### config.mk
export PLATFORM = sky130hd
export DESIGN_NAME = spi_target
export DESIGN_NICKNAME = d
export VERILOG_FILES = /design/src/rtl/spi_pkg.sv /design/src/rtl/spi_sync.sv /design/src/rtl/spi_target.sv
export SDC_FILE = /design/constraint.sdc
export NUM_CORES = 1
export LEC_CHECK = 0
export ABC_AREA = 1
export CAP_MARGIN = 20
export CORE_AREA = 2 2 65 67
export CTS_CLUSTER_SIZE = 8
export DETAILED_ROUTE_END_ITERATION = 10
export DIE_AREA = 0 0 67 69
export PLACE_DENSITY = 0.75
export SYNTH_ARGS = -nofsm -noshare
export SYNTH_HDL_FRONTEND = slang
export SYNTH_SLANG_ARGS = --single-unit
### constraint.sdc
create_clock -name clk -period 1.6 [get_ports clk]
set_input_delay 0.32 -clock clk [delete_from_list [all_inputs] [get_ports clk]]
set_output_delay 0.32 -clock clk [all_outputs]
set_load 0.02 [all_outputs]
### src/rtl/spi_pkg.sv
// Shared definitions for the SPI target: FSM states, supported mode and default sizing.
package spi_pkg;

    typedef enum logic {StIdle, StShift} spi_state_e;

    localparam int unsigned SpiMode           = 0;
    localparam int unsigned DefaultWidth      = 8;
    localparam int unsigned DefaultSyncStages = 2;

endpackage

### src/rtl/spi_sync.sv
// Multi-stage flip-flop synchronizer for one asynchronous input, with configurable reset level.
module spi_sync #(
    parameter int unsigned STAGES    = 2,
    parameter logic        RESET_VAL = 1'b0
) (
    input  logic clk,
    input  logic rstn,
    input  logic d,
    output logic q
);

    logic [STAGES-1:0] sync_q;

    always_ff @(posedge clk or negedge rstn) begin
        if (!rstn) begin
            sync_q <= {STAGES{RESET_VAL}};
        end else begin
            sync_q <= {sync_q[STAGES-2:0], d};
        end
    end

    assign q = sync_q[STAGES-1];

endmodule

### src/rtl/spi_target.sv
// SPI mode-0 target (MSB first) with a one-word tx holding register.
// Optional sticky tx-underrun flag enabled by defining SPI_TARGET_UNDERRUN_EN.
module spi_target
    import spi_pkg::*;
#(
    parameter int unsigned WIDTH       = DefaultWidth,
    parameter int unsigned SYNC_STAGES = DefaultSyncStages
) (
    input  logic             clk,
    input  logic             rstn,
    input  logic             sclk,
    input  logic             cs_n,
    input  logic             mosi,
    output logic             miso,
    input  logic [WIDTH-1:0] tx_data,
    input  logic             tx_valid,
    output logic             tx_ready,
    output logic [WIDTH-1:0] rx_data,
    output logic             rx_valid,
    output logic             busy,
    output logic             underrun,
    input  logic             underrun_clr
);

    localparam int unsigned CntW = $clog2(WIDTH + 1);
    localparam logic [CntW-1:0] CntFull = CntW'(WIDTH);

    logic sclk_s, cs_n_s, mosi_s;
    logic sclk_prev_q;
    logic sclk_rise, sclk_fall;

    spi_sync #(.STAGES(SYNC_STAGES), .RESET_VAL(1'b0)) u_sync_sclk (
        .clk  (clk),
        .rstn (rstn),
        .d    (sclk),
        .q    (sclk_s)
    );

    spi_sync #(.STAGES(SYNC_STAGES), .RESET_VAL(1'b1)) u_sync_cs_n (
        .clk  (clk),
        .rstn (rstn),
        .d    (cs_n),
        .q    (cs_n_s)
    );

    spi_sync #(.STAGES(SYNC_STAGES), .RESET_VAL(1'b0)) u_sync_mosi (
        .clk  (clk),
        .rstn (rstn),
        .d    (mosi),
        .q    (mosi_s)
    );

    assign sclk_rise = sclk_s & ~sclk_prev_q;
    assign sclk_fall = ~sclk_s & sclk_prev_q;

    spi_state_e       state_q, state_d;
    logic [CntW-1:0]  cnt_q, cnt_d;
    logic [WIDTH-1:0] rx_sr_q, rx_sr_d;
    logic [WIDTH-1:0] tx_sr_q, tx_sr_d;
    logic [WIDTH-1:0] rx_data_q, rx_data_d;
    logic [WIDTH-1:0] hold_q, hold_d;
    logic [WIDTH-1:0] load_word;
    logic             hold_full_q, hold_full_d;
    logic             miso_q, miso_d;
    logic             rx_valid_q, rx_valid_d;
    logic             load, accept;

    assign accept    = tx_valid & ~hold_full_q;
    // A load always sees the pre-accept holding state, so a same-cycle accept survives.
    assign load_word = hold_full_q ? hold_q : '0;

    always_comb begin
        state_d    = state_q;
        cnt_d      = cnt_q;
        rx_sr_d    = rx_sr_q;
        tx_sr_d    = tx_sr_q;
        miso_d     = miso_q;
        rx_data_d  = rx_data_q;
        rx_valid_d = 1'b0;
        load       = 1'b0;

        unique case (state_q)
            StIdle: begin
                miso_d = 1'b0;
                if (!cs_n_s) begin
                    state_d = StShift;
                    cnt_d   = '0;
                    rx_sr_d = '0;
                    load    = 1'b1;
                end
            end
            StShift: begin
                if (cs_n_s) begin
                    state_d = StIdle;
                    cnt_d   = '0;
                    rx_sr_d = '0;
                    tx_sr_d = '0;
                    miso_d  = 1'b0;
                end else if (cnt_q == CntFull) begin
                    rx_data_d  = rx_sr_q;
                    rx_valid_d = 1'b1;
                    cnt_d      = '0;
                    load       = 1'b1;
                end else if (sclk_rise) begin
                    rx_sr_d = {rx_sr_q[WIDTH-2:0], mosi_s};
                    cnt_d   = cnt_q + 1'b1;
                end else if (sclk_fall && cnt_q != '0) begin
                    // Count of zero means the trailing fall of the previous frame: keep the new MSB.
                    tx_sr_d = {tx_sr_q[WIDTH-2:0], 1'b0};
                    miso_d  = tx_sr_q[WIDTH-2];
                end
            end
            default: state_d = StIdle;
        endcase

        if (load) begin
            tx_sr_d = load_word;
            miso_d  = load_word[WIDTH-1];
        end
    end

    always_comb begin
        hold_d      = hold_q;
        hold_full_d = hold_full_q;
        if (accept) begin
            hold_d      = tx_data;
            hold_full_d = 1'b1;
        end else if (load) begin
            hold_full_d = 1'b0;
        end
    end

    always_ff @(posedge clk or negedge rstn) begin
        if (!rstn) begin
            state_q     <= StIdle;
            cnt_q       <= '0;
            rx_sr_q     <= '0;
            tx_sr_q     <= '0;
            miso_q      <= 1'b0;
            rx_data_q   <= '0;
            rx_valid_q  <= 1'b0;
            hold_q      <= '0;
            hold_full_q <= 1'b0;
            sclk_prev_q <= 1'b0;
        end else begin
            state_q     <= state_d;
            cnt_q       <= cnt_d;
            rx_sr_q     <= rx_sr_d;
            tx_sr_q     <= tx_sr_d;
            miso_q      <= miso_d;
            rx_data_q   <= rx_data_d;
            rx_valid_q  <= rx_valid_d;
            hold_q      <= hold_d;
            hold_full_q <= hold_full_d;
            sclk_prev_q <= sclk_s;
        end
    end

`ifdef SPI_TARGET_UNDERRUN_EN
    logic underrun_q;

    always_ff @(posedge clk or negedge rstn) begin
        if (!rstn) begin
            underrun_q <= 1'b0;
        end else if (load && !hold_full_q) begin
            underrun_q <= 1'b1;
        end else if (underrun_clr) begin
            underrun_q <= 1'b0;
        end
    end

    assign underrun = underrun_q;
`else
    logic unused_underrun_clr;
    assign unused_underrun_clr = underrun_clr;
    assign underrun            = 1'b0;
`endif

    assign miso     = miso_q;
    assign rx_data  = rx_data_q;
    assign rx_valid = rx_valid_q;
    assign busy     = (state_q == StShift);
    assign tx_ready = ~hold_full_q;

endmodule
# Yosys cells after proc, flatten, opt, wreduce, memory -nomap -nowiden
# Cells that the tools add are included.
[word_totals] regBits=46 latch_bits=0 mem_bits_rw=0 romBits=0 input_bits=15 out_inout_bits=13 wordCells=72 mem_count=0
[classes] add_sub_neg=1 n_mul=0 div=0 magnitude_cmp=0 eq_ne=10 shift=0 muxes=30 n_bitwise=8 n_reduce_logical=10
[ops] cell="7-bit 2-to-1 mux" n=6
[ops] cell="8-bit 2-to-1 mux" n=5
[ops] cell="4-bit 2-to-1 mux" n=4
[ops] cell="8-bit case mux with 2 select lines" n=1
[ops] cell="1-bit 2-to-1 mux" n=11
[ops] cell="3-bit by 2-bit inequality test with 1-bit output, second input constant" n=3
[ops] cell="3-bit AND reduction" n=3
[ops] cell="4-bit by 2-bit inequality test with 1-bit output, second input constant" n=2
[ops] cell="4-bit case mux with 2 select lines" n=1
[ops] cell="1-bit NOT" n=5
[ops] cell="4-bit by 1-bit adder with 4-bit output, second input constant" n=1
[ops] cell="4-bit == test, second input constant" n=1
[ops] cell="4-bit by 1-bit inequality test with 1-bit output, second input constant" n=1
[ops] cell="4-bit by 3-bit inequality test with 1-bit output, second input constant" n=1
[ops] cell="1-bit case mux with 2 select lines" n=2
[ops] cell="4-bit AND reduction" n=1
[ops] cell="2-bit nonzero test" n=2
[ops] cell="4-bit nonzero test" n=1
[ops] cell="1-bit AND" n=3
[ops] cell="3-bit by 1-bit inequality test with 1-bit output, second input constant" n=1
[ops] cell="3-bit nonzero test" n=1
[ops] cell="2-bit inequality test, second input constant" n=1
[ops] cell="2-bit AND reduction" n=1
[ops] cell="1-bit logical AND" n=1

# Longest topological paths before layout
# Gate-level depths: netlist (run 1).
[depth] depth_word=9 mapped_depth=10 mapped_depth_nobuf=10

# Cells and area by module
# From an unflattened synthesis (run 1), not the netlist that was laid out.
[unflattened] cells_unflattened=208 area_unflattened_um2=1971.9
[by_module_without_submodules] module="spi_target" instances=1 cells_each=202 area_per_inst_um2=1819.2 seq_area_each_um2=1001.0
[by_module_without_submodules] module="spi_sync (u_sync_mosi ...)" instances=2 cells_each=2 area_per_inst_um2=50.0 seq_area_each_um2=50.0
[by_module_without_submodules] module="spi_sync (u_sync_cs_n)" instances=1 cells_each=2 area_per_inst_um2=52.6 seq_area_each_um2=52.6

# Worst setup path before layout (run 1)
# Ideal clock, no wire load.
[synth_path] kind="reg-to-reg" from="register cnt_q[0]" to="register rx_data_q[6], in the netlist rx_data[6]" arrival_time_ps=1293 setup_slack_ps=190 stages_incl_launch_ff=9 path_buffers=1 path_cell_list="dfrtp_1 inv_1 ha_1 nand3_2 nor2_4 inv_2 buf_6 nand2_1 o21ai_2"
[synth_via] elab_chain_len=2
[synth_rtl] item="start: declaration" line="spi_target.sv:57" rtl="logic [CntW-1:0] cnt_q, cnt_d;"
[synth_rtl] item="start signal: assignment" line="spi_target.sv:147" rtl="cnt_q <= cnt_d;"
[synth_rtl] item="4-bit == test" line="spi_target.sv:99" rtl="end else if (cnt_q == CntFull) begin"
[synth_rtl] item="3-bit AND reduction (no line)"
[synth_rtl] item="end signal: assignment" line="spi_target.sv:151" rtl="rx_data_q <= rx_data_d;"
[synth_rtl] item="end: declaration" line="spi_target.sv:60" rtl="logic [WIDTH-1:0] rx_data_q, rx_data_d;"
# Every way passes these cells.
# A chain may end at the register's enable or synchronous reset.

# Worst setup path after layout (run 1)
[layout_path] from="register rx_valid_q, in the netlist rx_valid" to="output port rx_valid"
[layout_rtl] item="start: declaration" line="spi_target.sv:65" rtl="logic rx_valid_q, rx_valid_d;"
[layout_rtl] item="start signal: assignment" line="spi_target.sv:152" rtl="rx_valid_q <= rx_valid_d;"
[layout_rtl] item="end: declaration" line="spi_target.sv:19" rtl="output logic rx_valid,"
# No word-level cell between the ends.

==> metrics, run 1 <==
Final HPWL DP=2.28 mm; origin of the worst min-delay path=u_sync_mosi.sync_q[0]; compound-gate portion of the synthesized area=0.0722; first-pass GRT wire length=5.76 mm; R2R Setup Slk=80 ps; CP top delay family=buffers and inverters; clk_skew=2.74 ps; crit path launch=rx_valid; Final setup viols=0; Num CTS Buffers=5; Hold Path Class=reg -> reg; GP Congestion=0.825; Area growth syn-to-layout=23.8%; xor/xnor cell area share of the yosys netlist=0.00444; WS Path Type=reg -> out; Reg clk slew, reported paths=80 ps; Hold Fails Final Rpt=0; Power Dens Cells=961 mW/mm^2; crit path capture type=primary output; VDD IR-drop max=647 uV; setup repair after global routing missed its margin=no; Vias/cell=4.82; Syn Std Cell Area=0.00197 sq mm; clock sink count=46; min Tclk post-route=1530 ps; Post-synth top flop=dfrtp_1; Max Fclk=654 MHz; largest net degree at the start of global routing=31; Critical Path Start Type=flop; slowest CP cell=clkdlybuf4s50_1; Worst-Skew Late Latency=300 ps; gr usage total=0.164; Slew Limit Fails=0; core outline area=0.00391 sq mm; Buf+Inv Stages, Crit Path=1; crit-path cells=clkdlybuf4s50_1; Hold Path Depth=0; largest family of logic cells by synthesized area=simple AND/OR/NAND/NOR gates; Final ANT Viol Nets=0; First DRT Iteration DRCs=64; port bufs=25; CTS Root Cell=clkbuf_8; number of cells produced by synthesis=199; syn_nets=216; Chip Height=69 microns; vias in the first global route=1,306; Post-synth EDFFs=0; status=complete, no violations; ys async rst share=1.00; DR WL/cell=11.1 microns; Worst Path Max Fanout=1; I/O Pins=28; mean post-synth cell area=9.92 sq um; Die Width=67 microns; nets@finish=252; hold worst-path end=u_sync_mosi.sync_q[1]; DRC Markers=0; Seq cells post-synth=46; DRT Wirelength=3.18 mm; H-tree depth=2; antenna cells=0; sequential area share after synthesis=0.584; initial antenna violation count=0; worst-case clock buffer depth=2; Leak=0.00129 uW; CTS tree=yes; mux cell area share after synthesis=0.0456; Rows=23; initial core utilization=0.504; grt ovf=0; CP max stage delay=590 ps; Final period util=0.955; Reg2Reg Depth=10; setup_tns=0 ps; WP data arrival=1210 ps; MaxCap Viol Count=0; reg2reg end=tx_sr_q[5]; synth unique cells=24; vias post-DR=1,378; origin of the critical flop-to-flop path=cnt_q[1]; YS warnings=0; Pre-antenna DRT Iters=4; Post-Synth Simple-Gate Area=0.214; die area=0.00462 sq mm; Synth Area in Adders=0.0127; layout cells sized above 1=0.199; Post-Layout Cell Count=286; critical path required time=1280 ps; Placed Cells incl. Taps=275
[repair_timing]
| action | CTS | global route |
|---|---|---|
| buffers inserted | 0 | 2 |
| resized for setup | 4 | 11 |
| endpoints found under the setup margin | 4 | 23 |
| hold endpoints to repair | 16 | 0 |
| hold buffers | 1 | 0 |
| pin swaps | 0 | 2 |
[flip-flops by register name, summed over array words and instances (netlist names)]
register / flops
rx_valid: 1
miso: 1
u_sync_sclk.sync_q: 2
rx_data: 8
sclk_prev_q: 1
hold_q: 8
rx_sr_q: 8
tx_sr_q: 7
busy: 1
cnt_q: 4
u_sync_cs_n.sync_q: 2
u_sync_mosi.sync_q: 2
hold_full_q: 1
[cell usage in the layout, fill, tap and decap left out, drive strengths merged]
cell type / instances
ha: 2
o31ai: 1
conb: 1
clkbuf: 6
buf: 8
a21oi: 1
dlymetal6s2s: 7
nand4: 2
clkdlybuf4s50: 13
nand2: 58
dfrtp: 44
xor2: 1
mux2: 8
nor2: 11
inv: 24
clkinv: 1
nand3: 20
dfstp: 2
o21ai: 20
dlygate4sd2: 4
dlygate4sd3: 1
clkinvlp: 1
[Yosys cell counts (all sizes together), types with 2 or more instances]
master	n	share of area
inv	24	0.046
dfrtp	44	0.56
nor2	11	0.042
nand3	20	0.053
ha	2	0.013
buf	4	0.019
nand2	58	0.11
o21ai	20	0.066
dfstp	2	0.027
nand4	2	0.0063
mux2	8	0.046
[power breakdown]
part / internal (uW) / switching (uW)
clock network: 347 / 380
logic: 144 / 157
registers: 1270 / 56.7
[per-stage QoR]
stage               instance area (sq um)  hold slack (ps)   util  setup slack [ps]  power [uW]
global placement                     2290              270  0.586              87.3        1630
floorplan                            1970             24.4      -               190        1520
detailed placement                   2290              279  0.586              43.9        1640
global route                         2440              366  0.625              3.48        2490
CTS                                  2390              356  0.612              3.99        2370
finish                               2440              353  0.625              71.9        2350
[area by class of cell]
cell class                 instances  area (sq um)
sequential                        46          1150
clock buffer                       6          82.6
timing repair buffer              33           333
multi-input combinational        125           711
clock inverter                     2          12.5
inverter                          24          90.1
tap                               50          62.6
fill                             338          1470
[metal layers]
layer,up-vias,part of all wire,GRT usage
met5,-,0,0
met4,0,0.027,0.0907
met3,5,0.040,0.0392
met2,31,0.44,0.227
met1,642,0.49,0.236
li1,700,-,-
[cell families after synthesis]
group / Yosys count
AOI/OAI and AO/OA: 22
xor gates and xnor gates: 1
adders and majority gates: 2
buffers and inverters: 28
DFF: 46
muxes: 8
other: 1
and+or+nand+nor: 91
[worst max path at each step]
| stage | to | slack (ps) | cells after the start |
|---|---|---|---|
| floorplan | rx_data[6] | 190 | 8 |
| global placement | tx_sr_q[0] | 90 | 9 |
| detailed placement | tx_sr_q[4] | 40 | 9 |
| CTS | rx_data[5] | 4 | 1 |
| global route | tx_sr_q[6] | 3 | 8 |
| finish | rx_valid | 70 | 1 |
Power figures use the tool's default switching activity.
==> inputs of run 2 (changes only) <==
CORE_AREA = 2 2 76 57   (was 2 2 65 67)
DIE_AREA = 0 0 78 59   (was 0 0 67 69)
PLACE_DENSITY = 0.76   (was 0.75)
==> run 2 against run 1 <==
Cell count increased by 1.7%. Via count increased by 2.2%. Fmax decreased by 0.97%. Hold slack got worse by 0.98 ps. Count of clock-buffer cells in the layout increased by 1. Total power up 2.9%. Clock skew is 1.4 ps higher. Non-clock buffer count increased by 3. Sequential power is essentially flat. Flip-flop and latch count did not move. Setup slack worse by 15 ps. First-iteration DRC count rose by 45%. Largest power group unchanged. Highest routed layer unchanged.
==> metrics, run 2 (synthesis results as in run 1) <==
status=complete, no violations; Final ANT Viol Nets=0 (unchanged); fin util=0.652 (+0.0273); Area growth syn-to-layout=25.6%; most common cell after layout, fill and taps aside=nand2_1; Hold Path Depth=0 (unchanged); die area=0.00460 sq mm (-0.45%); first-pass GRT wire length=5.86 mm (+1.7%); WP data arrival=1220 ps (about the same); Pre-antenna DRT Iters=4 (unchanged); critical path required time=1280 ps (about the same); Worst Path Max Fanout=1 (unchanged); First DRT Iteration DRCs=93 (+45%); Final HPWL DP=2.38 mm (+4.3%); most frequent cells in the layout=nand2_1, dfrtp_1, inv_1; Chip Height=59 microns (-14%); initial antenna violation count=0 (unchanged); CTS Root Cell=clkbuf_8; Power Dens Cells=975 mW/mm^2 (+1.4%); Buf+Inv Stages, Crit Path=1 (unchanged); antenna cells=0 (unchanged); MaxCap Viol Count=0 (unchanged); Worst-Skew Late Latency=300 ps (about the same); CP top delay family=buffers and inverters; min Tclk post-route=1540 ps (+14.9 ps); WS Path Type=reg -> out; reg2reg end=tx_sr_q[0]; CTS tree=yes; port bufs=25 (unchanged); layout cells sized above 1=0.209 (+0.0101); origin of the worst min-delay path=u_sync_mosi.sync_q[0]; CP max stage delay=590 ps (about the same); metal1 wirelength=1.73 mm (+10%); Slew Limit Fails=0 (unchanged); R2R Setup Slk=120 ps (+40 ps); VDD IR-drop max=815 uV (+26%); crit-path cells=clkdlybuf4s50_1; GP Congestion=0.800 (-3.0%); origin of the critical flop-to-flop path=cnt_q[1]; Max Fclk=648 MHz (-0.97%); clk_skew=4.10 ps (+1.36 ps); Rows=19 (-17%); largest net degree at the start of global routing=47 (+52%); core outline area=0.00380 sq mm (-2.8%); gr usage total=0.171 (+0.00697); Num CTS Buffers=5 (unchanged); Reg2Reg Depth=9 (-1); initial core utilization=0.519 (+0.0146); Hold Path Class=reg -> reg; Final setup viols=0 (unchanged); setup_tns=0 ps (unchanged); top sig layer=met4; vias in the first global route=1,268 (-2.9%); crit path capture type=primary output; DR WL/cell=11.9 microns (+6.6%); sequential cell area=0.00115 sq mm (unchanged); worst-case clock buffer depth=2 (unchanged); vias post-DR=1,409 (+2.2%); hold worst-path end=u_sync_mosi.sync_q[1]; Leak=0.00131 uW (+1.6%); slowest CP cell=clkdlybuf4s50_1; H-tree depth=2 (unchanged); setup repair after global routing missed its margin=no; Die Width=78 microns (+16%); DRC Markers=0 (unchanged); I/O Pins=28 (unchanged); Critical Path Start Type=flop; clock sink count=46 (unchanged); Reg clk slew, reported paths=80 ps (about the same); nets@finish=255 (+1.2%); area of the multi-input gates=711 sq um (unchanged); Vias/cell=4.84 (+0.49%); Final period util=0.964 (+0.00933); WL met2=1.51 mm (+7.8%); met3 WL=157 microns (+24%); Hold Fails Final Rpt=0 (unchanged); grt ovf=0 (unchanged); fill cell count=298 (-12%); DRT Wirelength=3.45 mm (+8.5%)
[run 2: cell types whose count changed in the layout (fill, tap and decap cells not counted)]
| cell | delta |
|---|---|
| buf_4 | +3 |
| clkbuf_8 | +1 |
| clkinv_2 | -1 |
| clkinv_4 | +1 |
| clkinvlp_4 | -1 |
[run 2: repair_timing]
action | CTS | global route
pin swaps | 0 | 3
buffers inserted | 0 | 5
endpoints found under the setup margin | 4 | 23
hold buffers | 1 | 0
hold endpoints to repair | 44 | 0
resized for setup | 4 | 11
[run 2: metal layers]
metal | up-vias | GRT usage
met2 | 34 | 0.239
met4 | 0 | 0.0902
met3 | 5 | 0.0442
li1 | 708 | -
met1 | 662 | 0.249
met5 | - | 0
[run 2: worst max path at each step]
stage	to	from	slack [ps]	cells past startpoint
floorplan	rx_data[6]	cnt_q[0]	190	8
global placement	tx_sr_q[0]	cnt_q[1]	80	9
detailed placement	hold_q[3]	tx_valid	50	3
CTS	miso	miso	0.6	1
global route	tx_sr_q[0]	cnt_q[1]	8	9
finish	rx_valid	rx_valid	60	1
[run 2: layout make-up]
class	instances	share of cell area
Clock buffer	7	0.0388
Clock inverter	1	0.00353
Inverter	24	0.0363
Multi-Input combinational cell	125	0.287
Sequential cell	46	0.465
Tap cell	52	0.0262
Timing Repair Buffer	36	0.143
[run 2: stage by stage]
step / std cells / hold slack, ps / total power (uW) / setup slack [ps] / instance area (sq um)
floorplan: 199 / 24.4 / 1520 / 190 / 1970
global placement: 277 / 320 / 1630 / 82.2 / 2300
detailed placement: 277 / 320 / 1640 / 51.7 / 2300
CTS: 286 / 354 / 2430 / 0.616 / 2410
global route: 291 / 364 / 2550 / 7.90 / 2480
finish: 291 / 352 / 2420 / 57.0 / 2480
[run 2: report_power, final]
| part | switching (uW) | internal, uW | leakage (uW) |
|---|---|---|---|
| combinational | 164 | 151 | 0.000663 |
| sequential | 56.0 | 1270 | 0.000595 |
| clock | 386 | 396 | 0.0000544 |
| total | 606 | 1810 | 0.00131 |
==> inputs of run 3 (changes only) <==
GPL_TIMING_DRIVEN = 0   (was default)
==> run 3 against run 2 <==
Hold slack got worse by 360 ps. Critical path depth unchanged. Register-to-register slack worse by 50 ps. Via count down 0.50%. Combinational power about the same. The flow now finishes with violations (hold timing). Utilization is 0.39 points lower. Cell area shrank 0.61%.
==> metrics, run 3 (synthesis results as in run 1) <==
Final period util=0.966 (+0.00172); WS Path Type=reg -> out; fin util=0.648 (-0.00395); failing checks=hold timing; Rows=19 (unchanged); WP data arrival=1230 ps (about the same); antenna cells=0 (unchanged); most common cell after layout, fill and taps aside=nand2_1; Max Fclk=647 MHz (-0.18%); GP Congestion=0.758 (-5.2%); clock sink count=46 (unchanged); status=finished, violations left; core outline area=0.00380 sq mm (unchanged); worst-margin pin slew=544 ps; Hold Path Class=in -> async; MaxCap Viol Count=0 (unchanged); Critical Path Start Type=flop; worst slack, placed=0.512 ps (-51.2 ps); P_sw=607 uW (+0.17%); Internal=1720 uW (-5.0%); first-pass GRT wire length=6.00 mm (+2.5%); Slew headroom=0.637; gr usage total=0.178 (+0.00635); CTS tree=yes; DRT Wirelength=3.57 mm (+3.6%); final setup margin=54.3 ps (-2.75 ps); nets@finish=253 (-0.78%); Sw Ratio=0.261 (+0.0101); die area=0.00460 sq mm (unchanged); most frequent cells in the layout=nand2_1, dfrtp_1, inv_1; DRC Markers=0 (unchanged); Final Cell Area=0.00246 sq mm (-0.61%); Leak=0.00132 uW (+0.32%); First DRT Iteration DRCs=77 (-17%); initial core utilization=0.519 (unchanged); Worst Path Max Fanout=1 (unchanged); Pre-antenna DRT Iters=4 (unchanged); Final setup viols=0 (unchanged); H-tree depth=2 (unchanged); CTS Root Cell=clkbuf_8; I/O Pins=28 (unchanged); clk_skew=4.73 ps (+0.629 ps); port bufs=25 (unchanged); fill cell count=314 (+5.4%); vias in the first global route=1,251 (-1.3%); Placement Cell Area=0.00231 sq mm (+0.65%); Die Width=78 microns (unchanged); layout cells sized above 1=0.203 (-0.00667); min Tclk post-route=1550 ps (+2.75 ps); Hold Fails Final Rpt=21 (+21); Worst-Skew Late Latency=300 ps (about the same); Final HPWL DP=2.49 mm (+4.6%); crit-path cells=clkdlybuf4s50_1; Hold Buf Count CTS=0 (-1); Chip Height=59 microns (unchanged); CP max stage delay=590 ps (about the same); critical path required time=1280 ps (about the same); grt ovf=0 (unchanged); initial antenna violation count=0 (unchanged); Reg clk slew, reported paths=80 ps (about the same); WHS=-6.82 ps (-359 ps); part of the power in combinational logic=0.135 (+0.005); CP top delay family=buffers and inverters; Final ANT Viol Nets=0 (unchanged); DR WL/cell=12.4 microns (+4.3%); vias post-DR=1,402 (-0.50%); Slew Limit Fails=0 (unchanged); sequential fraction of design power=0.567 (+0.021); VDD IR-drop max=667 uV (-18%); slowest CP cell=clkdlybuf4s50_1; largest net degree at the start of global routing=26 (-45%); Buf+Inv Stages, Crit Path=1 (unchanged); Area growth syn-to-layout=24.8%; Power, Total=2330 uW (-3.7%); Num CTS Buffers=5 (unchanged); Vias/cell=4.85 (+0.19%); crit path capture type=primary output; Clock power frac=0.297 (-0.026); worst-case clock buffer depth=2 (unchanged); Power Dens Cells=944 mW/mm^2 (-3.1%)
-- run 3: worst paths after layout --
check | startpoint | to | slack [ps] | cells past startpoint
max in group asynchronous | rstn | u_sync_cs_n.sync_q[1] | 1030 | 2
max reg2reg | cnt_q[1] | rx_data[6] | 70 | 8
min | rstn | rx_data[7] | -7 | 1
min reg2reg | u_sync_sclk.sync_q[0] | u_sync_sclk.sync_q[1] | 360 | 0
max | rx_valid | rx_valid | 50 | 1
min in group clk | u_sync_sclk.sync_q[0] | u_sync_sclk.sync_q[1] | 360 | 0
-- run 3: area by class of cell --
type / count / area, sq um / share of cell area
clock inverter: 2 / 13.8 / 0.00558
inverter: 24 / 92.6 / 0.0376
timing repair buffer: 30 / 319 / 0.129
tap: 52 / 65.1 / 0.0264
multi-input combinational: 125 / 711 / 0.288
buffer: 4 / 37.5 / 0.0152
sequential: 46 / 1150 / 0.468
clock buffer: 6 / 72.6 / 0.0294
-- run 3: power by group through the flow --
stage | Clock [uW] | Sequential (uW) | Combinational, uW
after global placement | 0 | 1340 | 284
after global routing | 773 | 1330 | 351
after CTS | 709 | 1320 | 307
final | 693 | 1320 | 315
after floorplan | 0 | 1330 | 184
after detailed placement | 0 | 1340 | 301
-- run 3: what timing repair did --
item	4_1_cts	5_1_grt
pin swaps	1	2
endpoints found under the setup margin	9	18
gates cloned	0	0
setup buffers	2	2
resized for setup	3	13
-- run 3: per-layer routing --
| metal | GRT usage | vias up | part of all wire |
|---|---|---|---|
| li1 | - | 703 | - |
| met1 | 0.271 | 666 | 0.51 |
| met2 | 0.230 | 27 | 0.42 |
| met3 | 0.0503 | 6 | 0.045 |
| met4 | 0.0902 | 0 | 0.020 |
| met5 | 0 | - | 0 |
-- run 3: through the flow --
step	TNS, ps	cells
2_1_floorplan	0	199
3_3_place_gp	-45570	276
3_5_place_dp	0	277
4_1_cts	0	287
5_1_grt	-36.7	289
6_report	0	289
